==> src/rtl/riscv_immgen_pipe.sv <==
// Purpose : RISC-V immediate generator (I/S/B/U/J/SHAMT) behind a valid/ready register stage.
// Latency : 1 cycle from accept to out_valid; optional skid entry (`IMMGEN_SKID_EN) for full-rate stalls.
// Backpr. : default in_ready = !out_valid || out_ready; with skid, in_ready is a flop = "skid empty".
// Ports   : clk, rst_n (async active-low); in_valid/in_ready/ins_code in;
//           out_valid/out_ready/immediate/imm_fmt/illegal out. Param XLEN = 32 or 64.
module riscv_immgen_pipe #(
  parameter int XLEN = 32
) (
  input  logic            clk,
  input  logic            rst_n,
  input  logic            in_valid,
  output logic            in_ready,
  input  logic [31:0]     ins_code,
  output logic            out_valid,
  input  logic            out_ready,
  output logic [XLEN-1:0] immediate,
  output logic [2:0]      imm_fmt,
  output logic            illegal
);

  localparam logic [2:0] FMT_NONE  = 3'd0;
  localparam logic [2:0] FMT_I     = 3'd1;
  localparam logic [2:0] FMT_S     = 3'd2;
  localparam logic [2:0] FMT_B     = 3'd3;
  localparam logic [2:0] FMT_U     = 3'd4;
  localparam logic [2:0] FMT_J     = 3'd5;
  localparam logic [2:0] FMT_SHAMT = 3'd6;

  typedef struct packed {
    logic [XLEN-1:0] imm;
    logic [2:0]      fmt;
    logic            ill;
  } res_t;

  res_t dec;
  res_t out_q, out_d;
  logic out_vld_q, out_vld_d;
  logic accept;

  // Combinational decode; signed casts replicate ins_code[31] up to XLEN.
  always_comb begin
    dec.imm = '0;
    dec.fmt = FMT_NONE;
    dec.ill = 1'b0;
    case (ins_code[6:0])
      7'b0000011, 7'b1100111, 7'b0001111, 7'b1110011: begin
        dec.fmt = FMT_I;
        dec.imm = XLEN'($signed(ins_code[31:20]));
      end
      7'b0010011: begin
        if (ins_code[13:12] == 2'b01) begin
          // funct3 001 / 101: shift amount, width follows XLEN
          dec.fmt = FMT_SHAMT;
          if (XLEN == 64) dec.imm = XLEN'(ins_code[25:20]);
          else            dec.imm = XLEN'(ins_code[24:20]);
        end else begin
          dec.fmt = FMT_I;
          dec.imm = XLEN'($signed(ins_code[31:20]));
        end
      end
      7'b0100011: begin
        dec.fmt = FMT_S;
        dec.imm = XLEN'($signed({ins_code[31:25], ins_code[11:7]}));
      end
      7'b1100011: begin
        dec.fmt = FMT_B;
        dec.imm = XLEN'($signed({ins_code[31], ins_code[7], ins_code[30:25],
                                 ins_code[11:8], 1'b0}));
      end
      7'b0110111, 7'b0010111: begin
        dec.fmt = FMT_U;
        dec.imm = XLEN'($signed({ins_code[31:12], 12'b0}));
      end
      7'b1101111: begin
        dec.fmt = FMT_J;
        dec.imm = XLEN'($signed({ins_code[31], ins_code[19:12], ins_code[20],
                                 ins_code[30:21], 1'b0}));
      end
      7'b0110011: ; // R-type: legal, no immediate
      default: dec.ill = 1'b1;
    endcase
  end

  assign accept = in_valid && in_ready;

`ifdef IMMGEN_SKID_EN
  res_t skid_q, skid_d;
  logic skid_vld_q, skid_vld_d;

  // Straight from a flop: no out_ready -> in_ready combinational path.
  assign in_ready = !skid_vld_q;

  always_comb begin
    out_d      = out_q;
    out_vld_d  = out_vld_q;
    skid_d     = skid_q;
    skid_vld_d = skid_vld_q;
    if (!out_vld_q || out_ready) begin
      // Output slot frees up: older skid entry has priority over new input.
      // While the skid is full in_ready is 0, so accept cannot coincide.
      if (skid_vld_q) begin
        out_d      = skid_q;
        out_vld_d  = 1'b1;
        skid_vld_d = 1'b0;
      end else if (accept) begin
        out_d     = dec;
        out_vld_d = 1'b1;
      end else begin
        out_vld_d = 1'b0;
      end
    end else if (accept) begin
      skid_d     = dec;
      skid_vld_d = 1'b1;
    end
  end

  always_ff @(posedge clk or negedge rst_n) begin
    if (!rst_n) begin
      skid_q     <= '0;
      skid_vld_q <= 1'b0;
    end else begin
      skid_q     <= skid_d;
      skid_vld_q <= skid_vld_d;
    end
  end
`else
  assign in_ready = !out_vld_q || out_ready;

  always_comb begin
    out_d     = out_q;
    out_vld_d = out_vld_q;
    if (accept) begin
      out_d     = dec;
      out_vld_d = 1'b1;
    end else if (out_ready) begin
      out_vld_d = 1'b0;
    end
  end
`endif

  always_ff @(posedge clk or negedge rst_n) begin
    if (!rst_n) begin
      out_q     <= '0;
      out_vld_q <= 1'b0;
    end else begin
      out_q     <= out_d;
      out_vld_q <= out_vld_d;
    end
  end

  assign out_valid = out_vld_q;
  assign immediate = out_q.imm;
  assign imm_fmt   = out_q.fmt;
  assign illegal   = out_q.ill;

endmodule

==> config.mk <==
export PLATFORM = sky130hd
export DESIGN_NAME = riscv_immgen_pipe
export DESIGN_NICKNAME = d
export VERILOG_FILES = /design/src/rtl/riscv_immgen_pipe.sv
export SDC_FILE = /design/constraint.sdc
export NUM_CORES = 1
export LEC_CHECK = 0
export ABC_AREA = 0
export BUFFER_PORTS_ARGS = -buffer_cell sky130_fd_sc_hd__buf_2
export CAP_MARGIN = 5
export CELL_PAD_IN_SITES_DETAIL_PLACEMENT = 1
export CELL_PAD_IN_SITES_GLOBAL_PLACEMENT = 2
export CORE_UTILIZATION = 30
export DETAILED_ROUTE_END_ITERATION = 16
export GPL_ROUTABILITY_DRIVEN = 0
export PLACE_DENSITY_LB_ADDON = 0.1
export SLEW_MARGIN = 20
export SYNTH_ARGS = -nofsm -noshare
export SYNTH_HDL_FRONTEND = slang
export SYNTH_SLANG_ARGS = --single-unit
==> constraint.sdc <==
create_clock -name clk -period 4.6 [get_ports clk]
set_input_delay 0.23 -clock clk [delete_from_list [all_inputs] [get_ports clk]]
set_output_delay 0.23 -clock clk [all_outputs]
set_load 0.05 [all_outputs]
Yosys cells after proc, flatten, opt, wreduce, memory -nomap -nowiden
Index checks and enable logic that the tools add are counted.
Word-level totals
  flip-flop bits (word level): 37
  output and inout bits: 38
Operators by class
  eq/ne operators: 12
  muxes and demuxes: 5
  reduce and logical (&&, ||, !) cells: 7
Operators by type and width (number)
  35-bit one-hot mux with 6 select lines: 1
  35-bit two-way mux: 1
  7-bit == test (second input constant): 4
  7-bit by 6-bit == test with 1-bit output (second input constant): 3
  7-bit by 5-bit == test with 1-bit output (second input constant): 2
  11-bit OR reduction: 1
  7-bit by 2-bit == test with 1-bit output (second input constant): 1
  7-bit by 4-bit == test with 1-bit output (second input constant): 1
  4-bit OR reduction: 1
  1-bit two-way mux: 3
  2-bit by 1-bit == test with 1-bit output (second input constant): 1
  2-bit nonzero test: 1
  2-bit OR reduction: 1
  1-bit logical AND: 1
  1-bit zero test: 1
  1-bit logical OR: 1

Longest topological paths before layout
  word-level depth: 4
  gate-level depth with buffers: 8
  mapped depth without buffers: 5

Worst setup path after synthesis
OpenSTA, ideal clock, no wires.
  path kind: reg2reg
  start point: register out_vld_q (netlist: out_valid)
  end point: register out_q, in the netlist immediate[21]
  library setup time: 67 ps
  data arrival time: 2247 ps
  path slack: 2286 ps
  cell stages (with the launch flop): 8
  period minus slack after synthesis: 2314 ps
  cells stage by stage: dfrtp_1 > nand2b_1 > nand2_2 > a2111oi_2 > buf_6 > o211a_4 > buf_6 > a221o_1
On the way
  cells in the longest elaborated chain, start to end: 3
RTL lines
  start, declared: line 37  | logic out_vld_q, out_vld_d;
  start signal, assigned: line 147  | out_vld_q <= out_vld_d;
  1-bit zero test: line 127  | assign in_ready = !out_vld_q || out_ready;
  1-bit logical OR: line 127
  via in_ready: line 12  | output logic in_ready,
  1-bit logical AND: line 84  | assign accept = in_valid && in_ready;
  end signal, assigned: line 146  | out_q <= out_d;
  end, declared: line 36  | res_t out_q, out_d;
The timed path passes the listed nets, and every way through them passes these cells.
A chain may end at the register's enable or synchronous reset.

Worst setup path after layout
  start point: register out_vld_q (netlist: out_valid)
  end point: register out_q, in the netlist immediate[29]
On the way
  cells in the longest elaborated chain, start to end: 3
RTL lines (line)
  1-bit zero test: 127
  1-bit logical OR: 127
  1-bit logical AND: 84
Every way passes these cells.

==> run summary <==
Synth top cells by count: nand2_1 (38), dfrtp_1 (37), nor2_1 (18)
Crit Path Category: reg2reg
post-layout total power: 828 uW
total leakage power: 0.00126 uW
Post-Syn Nets: 233
clock sink count: 37
crit path max-delay cell type: a2111oi_2
kind of start point of the critical path: flop
Final Hold Vio Count: 0
Min-Delay Path Class: in2async
Post-synth EDFFs: 0
Via Count: 1786
die area: 6670 um2
count of cell types in the netlist: 43
Synth Instances: 197
fillcell total: 737
Clk Latency, worst-skew pair: 290 ps
post-synthesis async set-or-reset flop share: 1.00
pin count of the biggest net entering global routing: 38
layout cells sized above 1: 0.338
routed length per instance: 16.3 um
register area: 926 um2
worst reg2reg startpoint: out_valid$_DFFE_PN0P_
TritonCTS clock tree: yes
clk_skew: 9.83 ps
first-pass GRT wire length: 8960 um
Core Region: 6030 um2
fin crit share: 0.488
DRT iter0 DRCs: 58
Hold Buf Count CTS: 0
DRC: 0
status: completed
Non-Filler Instances: 341
sequential fraction of the synthesis area: 0.486
unrepaired setup endpoints after global routing: no
timing-limited maximum frequency: 445 MHz
Num CTS Buffers: 5
worst-margin pin slew: 846 ps
synthesized flop and latch total: 37
synthesized area: 1900 um2
flop-to-flop setup slack: 2360 ps
crit path time final: 2240 ps
vias in the first global route: 1752
Avg Cell Area, Syn: 9.67 um2
IO Pins: 74
Clock Path Buffers: 2
initial core utilization: 0.316
pins over their slew limit: 0
ys flop type: dfrtp_1
endpoints failing setup: 0
maximum VDD drop: 0.107 mV
post-CTS sizing: 0
Sum Neg Setup Slack: 0 ps
PD cells: 341 nW/um2
placed cell count: 333
Root Buffer: clkbuf_8
Remaining Overflow, GRT: 0
I/O Buffers: 73
post-route cell area: 2430 um2
Worst R2R End: immediate[29]$_DFFE_PN0P_
Post-DP Area: 2290 um2
area of the multi-input gates: 885 um2
Worst setup EP type: flop
Clk pin slew, worst setup/hold paths: 80 ps
Ant. Diodes: 0
H-tree Lvls: 2
post-synth top area share: 0.486
DIE WIDTH: 81.7 um
first-pass detailed-route iteration total: 4
critical path arrival: 2470 ps
Total Wirelength: 5560 um
synthesis warning total: 0
Post-CTS Setup Repair Bufs: 0
Nets: 301
initial antenna violation count: 0
WP data required: 4820 ps
chip height: 81.7 um
Total GRT Usage: 0.180
Worst R2R Path Depth: 6
Largest stage delay, worst path: 470 ps
Avg Vias per Cell: 5.24
row count: 28
post-synth top area cell: dfrtp_1
post-DP HPWL: 4130 um
post-route ant nets: 0
P&R area growth vs syn: 27.4%
most frequent cell after synthesis: nand2_1
MaxCap Viol Count: 0
top cells by area, synth: dfrtp_1 (49%), nand2_1 (7.5%), a221o_1 (6.3%)
Worst slew margin: 0.436
worst path cell trace: nand2b_1 -> nand2_2 -> a2111oi_2 -> buf_4 -> and3_2 -> a221o_1
crit-path max FO: 37
[worst max-delay path, delay by kind of cell (launching register included)]
kind                   cells  cell delay, ps
and+or+nand+nor            3             890
AOI/OAI and AO/OA          2             650
DFF                        1             380
buffers and inverters      1             250
[registers in the layout, summed over array words and instances, names as in the netlist]
register,cells
immediate,32
imm_fmt,3
out_valid,1
illegal,1
[per-layer routing]
metal  wire (um)  vias up  share of wire  GRT usage
met5           0        -              0          0
met4          51        0         0.0092     0.0526
met3         272        5          0.049     0.0322
met2        2540       51           0.46      0.277
met1        2700      874           0.48      0.257
li1            -      856              -          -
[area by class of cell]
class	instances	share of cell area
clock inverter	3	0.0284
tap	75	0.0387
clock buffer	5	0.0284
inverter	3	0.00464
multi-input combinational	144	0.365
sequential	37	0.382
timing repair buffer	74	0.154
[metrics by stage]
| step | setup slack (ps) | hold WS [ps] | util |
|---|---|---|---|
| floorplan | 2290 | -65.6 | - |
| global placement | 2440 | 382 | 0.380 |
| detailed placement | 2350 | 380 | 0.380 |
| CTS | 2330 | 62.2 | 0.403 |
| global route | 2110 | 98.2 | 0.403 |
| finish | 2360 | 44.8 | 0.403 |
[cells in the final DEF (no fill, tap or decap), types with 2 or more instances in the layout]
master,instances
buf_2,73
a21oi_1,7
nor2b_1,3
a31oi_1,5
nand3b_1,2
nand4b_1,2
a22o_1,9
nand3_1,2
nor2_1,18
dfrtp_1,37
nand2_1,38
a221o_1,12
o21ai_0,11
a221oi_1,4
nand2b_1,4
clkbuf_8,5
and2_1,2
inv_1,3
nor3_1,2
bufinv_16,2
nor3b_1,2
o22ai_1,2
[power breakdown]
part           internal [uW]  switching (uW)  total, uW
clock network            218             126        344
registers                337            6.34        343
logic                   37.9             102        140
[cells by family (layout without fill, tap and decap cells)]
group / Yosys count / after routing / share of synthesized area
AOI/OAI and AO/OA: 57 / 57 / 0.239
xor gates and xnor gates: 1 / 1 / 0.00460
buffers and inverters: 16 / 85 / 0.0493
DFF: 37 / 37 / 0.486
muxes: 1 / 1 / 0.00526
and+or+nand+nor: 85 / 85 / 0.216
[worst max path at each step]
stage | startpoint | endpoint | slack (ps) | cells after the start
3_5_place_dp | out_valid$_DFFE_PN0P_ | immediate[24]$_DFFE_PN0P_ | 2350 | 6
2_1_floorplan | out_valid$_DFFE_PN0P_ | immediate[21]$_DFFE_PN0P_ | 2290 | 7
5_1_grt | out_valid$_DFFE_PN0P_ | immediate[20]$_DFFE_PN0P_ | 2110 | 6
3_3_place_gp | out_valid$_DFFE_PN0P_ | immediate[26]$_DFFE_PN0P_ | 2440 | 6
6_report | out_valid$_DFFE_PN0P_ | immediate[29]$_DFFE_PN0P_ | 2360 | 6
4_1_cts | out_valid$_DFFE_PN0P_ | immediate[29]$_DFFE_PN0P_ | 2330 | 6
(Power assumes the default switching activity.)
